<file path="src/rtl/runlen_tx.sv">
// ---------------------------------------------------------------------------
// runlen_tx - transmit side of the run-length line filter.
//
// Drives a 1-bit line whose level is held for at least MIN_RUN consecutive
// clocks after every change. A downstream filter that needs MIN_RUN equal
// samples therefore never misses a change. Level requests arrive on a
// req/ready handshake. While a run is being held, one further request can be
// buffered.
//
// Parameters
//   MIN_RUN  minimum number of clocks o is held after each change (1..2**CW)
//   CW       width of the run counter
//
// Ports
//   clk    in   clock, rising edge
//   rst    in   synchronous reset, active high
//   req    in   request to drive level d
//   d      in   requested line level, sampled when req & ready
//   ready  out  a request can be accepted this cycle (no request is buffered)
//   o      out  line output, registered
//   busy   out  a run is being held, or a request is buffered
//   tcnt   out  saturating count of changes of o (RUNLEN_TX_STAT_EN only)
//
// Build option
//   RUNLEN_TX_STAT_EN  adds the 16-bit tcnt port and its counter.
// ---------------------------------------------------------------------------
module runlen_tx #(
    parameter int MIN_RUN = 3,
    parameter int CW      = 4
) (
    input  logic        clk,
    input  logic        rst,
    input  logic        req,
    input  logic        d,
    output logic        ready,
    output logic        o,
    output logic        busy
`ifdef RUNLEN_TX_STAT_EN
    ,
    output logic [15:0] tcnt
`endif
);

    typedef enum logic {
        S_IDLE = 1'b0,   // o stable, minimum run already satisfied
        S_HOLD = 1'b1    // run counter active
    } state_t;

    localparam logic [CW-1:0] RELOAD  = CW'(MIN_RUN - 1);
    // With MIN_RUN == 1 a single clock already satisfies the run, so the
    // HOLD state is never entered.
    localparam bit            HOLD_EN = (MIN_RUN > 1);

    state_t          r_state,  w_state_nxt;
    logic [CW-1:0]   r_cnt,    w_cnt_nxt;
    logic            r_o,      w_o_nxt;
    logic            r_pend_v, w_pend_v_nxt;
    logic            r_pend_d, w_pend_d_nxt;

    logic            w_acc;
    logic            w_start;      // begin a new run this edge
    logic            w_start_lvl;  // level of that new run

    assign ready = !r_pend_v;
    assign w_acc = req && ready;
    assign o     = r_o;
    assign busy  = (r_state == S_HOLD) || r_pend_v;

    // -----------------------------------------------------------------------
    // Next-state / next-output logic
    // -----------------------------------------------------------------------
    always_comb begin
        // NOTE: every variable gets a default before the case so no path
        // leaves one unassigned, which would infer a latch.
        w_state_nxt  = r_state;
        w_cnt_nxt    = r_cnt;
        w_o_nxt      = r_o;
        w_pend_v_nxt = r_pend_v;
        w_pend_d_nxt = r_pend_d;
        w_start      = 1'b0;
        w_start_lvl  = d;

        unique case (r_state)
            S_IDLE: begin
                // A request equal to the current level is simply consumed.
                if (w_acc && (d != r_o)) begin
                    w_start     = 1'b1;
                    w_start_lvl = d;
                end
            end

            S_HOLD: begin
                if (r_cnt != '0) begin
                    w_cnt_nxt = r_cnt - CW'(1);
                    if (w_acc) begin
                        w_pend_v_nxt = 1'b1;
                        w_pend_d_nxt = d;
                    end
                end else if (r_pend_v) begin
                    // Last hold cycle with a buffered level. ready is low here,
                    // so no new request can collide with it. A buffered level
                    // equal to o is dropped.
                    w_pend_v_nxt = 1'b0;
                    if (r_pend_d != r_o) begin
                        w_start     = 1'b1;
                        w_start_lvl = r_pend_d;
                    end else begin
                        w_state_nxt = S_IDLE;
                    end
                end else if (w_acc && (d != r_o)) begin
                    // Zero-bubble back-to-back: treated like an IDLE accept.
                    w_start     = 1'b1;
                    w_start_lvl = d;
                end else begin
                    w_state_nxt = S_IDLE;
                end
            end

            default: w_state_nxt = S_IDLE;
        endcase

        if (w_start) begin
            w_o_nxt     = w_start_lvl;
            w_cnt_nxt   = RELOAD;
            w_state_nxt = HOLD_EN ? S_HOLD : S_IDLE;
        end
    end

    // -----------------------------------------------------------------------
    // State registers
    // -----------------------------------------------------------------------
    always_ff @(posedge clk) begin
        // NOTE: non-blocking assignments so every register samples the
        // values from before this edge, independent of statement order.
        if (rst) begin
            r_state  <= S_IDLE;
            r_cnt    <= '0;
            r_o      <= 1'b0;
            r_pend_v <= 1'b0;
            r_pend_d <= 1'b0;
        end else begin
            r_state  <= w_state_nxt;
            r_cnt    <= w_cnt_nxt;
            r_o      <= w_o_nxt;
            r_pend_v <= w_pend_v_nxt;
            r_pend_d <= w_pend_d_nxt;
        end
    end

`ifdef RUNLEN_TX_STAT_EN
    // Transition counter: one count per edge that changes o, saturating.
    logic [15:0] r_tcnt;

    always_ff @(posedge clk) begin
        if (rst) begin
            r_tcnt <= '0;
        end else if ((w_o_nxt != r_o) && (r_tcnt != 16'hFFFF)) begin
            r_tcnt <= r_tcnt + 16'd1;
        end
    end

    assign tcnt = r_tcnt;
`endif

endmodule

</file>
<file path="config.mk">
export PLATFORM = sky130hd
export DESIGN_NAME = runlen_tx
export DESIGN_NICKNAME = d
export VERILOG_FILES = /design/src/rtl/runlen_tx.sv
export SDC_FILE = /design/constraint.sdc
export NUM_CORES = 1
export LEC_CHECK = 0
export CAP_MARGIN = 20
export CORE_MARGIN = 4
export CORE_UTILIZATION = 32
export CTS_CLUSTER_SIZE = 20
export DETAILED_ROUTE_END_ITERATION = 6
export PLACE_DENSITY = 0.66
export SETUP_SLACK_MARGIN = 0.15
export SYNTH_ARGS = -nofsm -noshare
export SYNTH_HDL_FRONTEND = slang
export SYNTH_SLANG_ARGS = --single-unit
</file>
<file path="constraint.sdc">
create_clock -name clk -period 1.4 [get_ports clk]
set_input_delay 0.21 -clock clk [delete_from_list [all_inputs] [get_ports clk]]
set_output_delay 0.21 -clock clk [all_outputs]
set_load 0.02 [all_outputs]
</file>
==> impl_metrics.ini <==
[run_status]
status = finished, violations left
violations = setup timing

[finish]
n_fill_cell = 131
post-route-util = 0.501
n_antenna_cell = 0
instances_no_fill = 81
nets = 73
drive_gt1_frac = 0.455
syn_to_final_growth_pct = 47.6
design_area_um2 = 652

[clock_network]
root_buffer = clkbuf_4
clock_latency_ns = 0.26
clkTransAtPathRegs_ns = 0.06
numCtsBuffers = 3
clockBufferDepth = 2
cts_tree = built
cts_max_level = 1
cts_sinks = 8

[floorplan]
dieArea_mm2 = 0.00204
fp.dieH_um = 45.2
core.rowCount = 13
core-area_mm2 = 0.00130
io-pin-count = 7
initial_core_util = 0.339
dieWidth_um = 45.2

[route]
wl_per_cell_um = 11.9
avgViaCountPerCell = 4.98
num_vias = 403
ant_nets = 0
remaining_drc_errors = 0
totalWireLength_um = 964
first_iter_violations = 0
dr.pass1.iters = 1

[timing]
period_share = 1.03
rsz0062_at_grt = true
clock_skew_ns = 0.00740
worst_slew_pin_slew_ns = 0.265
worst_slack_ns = -0.0436
finalHoldViolCount = 0
fin_crit_ns = 1.44
fmax_mhz = 693
finalSetupViolations = 4
timing.slew.headroom = 0.823
final_max_slew_viol_count = 0

[logic_synthesis]
ys_seq_area_frac = 0.363
avgSynthCellArea_um2 = 8.66
ys_warn_count = 0
synth_area_um2 = 442
synthCells = 51
synth_fp_nets = 56
synth.distinct_cells = 27
synth-seq-cells = 8

[hold_path]
worstHoldStart = r_pend_d
hold_class = register to register

[global_route]
groute.usage.overall = 0.126
overflow = 0
antenna_found_initial = 0
grt_pass1_vias = 400
grt_max_degree = 10
grt_pass1_wl_um = 1710

[critical_path]
worstReg2RegStart = r_cnt[1]
start_kind = register
required_ns = 1.58
critPathMaxFanout = 5
crit_arrival_ns = 1.62
end_kind = register
critical_path_class = register to register
crit_start = r_cnt[1]

[place]
placed_cell_area_um2 = 594
routabilityCongestion = 0.728
hpwl_um = 700
place_inst = 77
port_buffers = 6

[power_and_ir_drop]
power_uw = 660
leakagePower_nw = 0.234
powerDensity_mw_per_mm2 = 1010
ir_worst_vdd_mv = 0.408

[job]
drv_cap = 0
## synth_stat cells
| master | n | area share |
|---|---|---|
| nand3b_1 | 1 | 0.017 |
| o21ai_1 | 1 | 0.011 |
| inv_1 | 3 | 0.025 |
| xnor2_1 | 3 | 0.060 |
| or2_2 | 1 | 0.014 |
| buf_2 | 1 | 0.011 |
| nand3_1 | 3 | 0.034 |
| a221oi_1 | 1 | 0.020 |
| nor3_1 | 1 | 0.011 |
| nand2_1 | 3 | 0.025 |
| o31ai_2 | 1 | 0.028 |
| and2_4 | 1 | 0.020 |
| or3b_4 | 1 | 0.025 |
| a21oi_1 | 2 | 0.023 |
| mux2i_1 | 1 | 0.023 |
| nand2b_1 | 1 | 0.014 |
| o21ai_0 | 2 | 0.023 |
| clkbuf_1 | 1 | 0.0085 |
| xor2_1 | 2 | 0.040 |
| o21bai_1 | 1 | 0.017 |
| a211oi_1 | 1 | 0.017 |
| o22a_1 | 1 | 0.020 |
| ha_1 | 1 | 0.028 |
| nor2_1 | 6 | 0.051 |
| a41oi_2 | 1 | 0.037 |
| nor3b_1 | 2 | 0.034 |
| dfxtp_1 | 8 | 0.36 |
## metal layers
| layer | vias up | global-route usage | routed length (um) |
|---|---|---|---|
| met5 | - | 0 | 0 |
| met4 | 0 | 0.140 | 40 |
| met3 | 4 | 0.0359 | 37 |
| met2 | 8 | 0.178 | 476 |
| met1 | 180 | 0.139 | 409 |
| li1 | 211 | - | - |
## final timing paths
| kind | slack, ns | cells after the start | to |
|---|---|---|---|
| worst max-delay path | -0.04 | 6 | o |
| worst min-delay path | 0.55 | 2 | r_pend_d |
| worst max register to register | -0.04 | 6 | o |
| worst min register to register | 0.55 | 2 | r_pend_d |
## logic make-up after synthesis
kind of cell,count (synthesis),share of synthesized area
compound gates,11,0.195
xor+xnor,5,0.0992
fa+ha+maj,1,0.0283
buf+inv,5,0.0453
flops,8,0.363
mux,1,0.0227
simple gates,20,0.246
## layout make-up
cell class                      instances  area (um2)  area share
Clock buffer                            3        22.5      0.0345
Sequential cell                         8         166       0.255
Timing Repair Buffer                   14         115       0.177
Multi-Input combinational cell         38         318       0.488
Tap cell                               15        18.8      0.0288
Inverter                                3        11.3      0.0173
## flip-flops by register name, indices dropped and copies added, names as in the netlist
name	cells
r_pend_v	1
o	1
r_pend_d	1
r_state	1
r_cnt	4
## where the power goes
group	leakage, nW	total (mW)	internal (mW)	switching [mW]
logic	0.153	0.220	0.121	0.0993
clock network	0.0138	0.180	0.0983	0.0819
registers	0.0667	0.260	0.243	0.0165
total	0.234	0.660	0.462	0.198
## layout by cell type, fill, tap and decap left out, drive strengths merged, types with 2 or more instances in the layout
cell type      n
a21oi          2
buf            9
nand3          3
nor3b          2
dfxtp          8
xor2           2
clkdlybuf4s50  3
clkbuf         4
nor2           6
inv            3
o21ai          3
xnor2          3
nand2          3
## worst max-delay path, cell delays in order (launching register included)
cell      delay (ns)
dfxtp_2         0.32
inv_2           0.07
ha_4            0.13
or3b_4          0.41
o21ai_1         0.16
nand3b_1        0.11
a41oi_2         0.18
## per-stage QoR
step / setup WS, ns / TNS (ns) / hold WS (ns)
floorplan: 0.00361 / 0 / 0.273
global placement: -0.113 / -0.239 / 0.530
detailed placement: -0.162 / -0.406 / 0.530
CTS: -0.0524 / -0.140 / 0.542
global route: -0.0996 / -0.371 / 0.567
finish: -0.0436 / -0.0599 / 0.549
## repair_timing
item / in CTS / in global routing
endpoints found under the setup margin: 10 / 10
hold buffers: 0 / 0
setup buffers: 0 / 1
resized for setup: 10 / 10
pin swaps: 4 / 4
(Power assumes the default switching activity.)
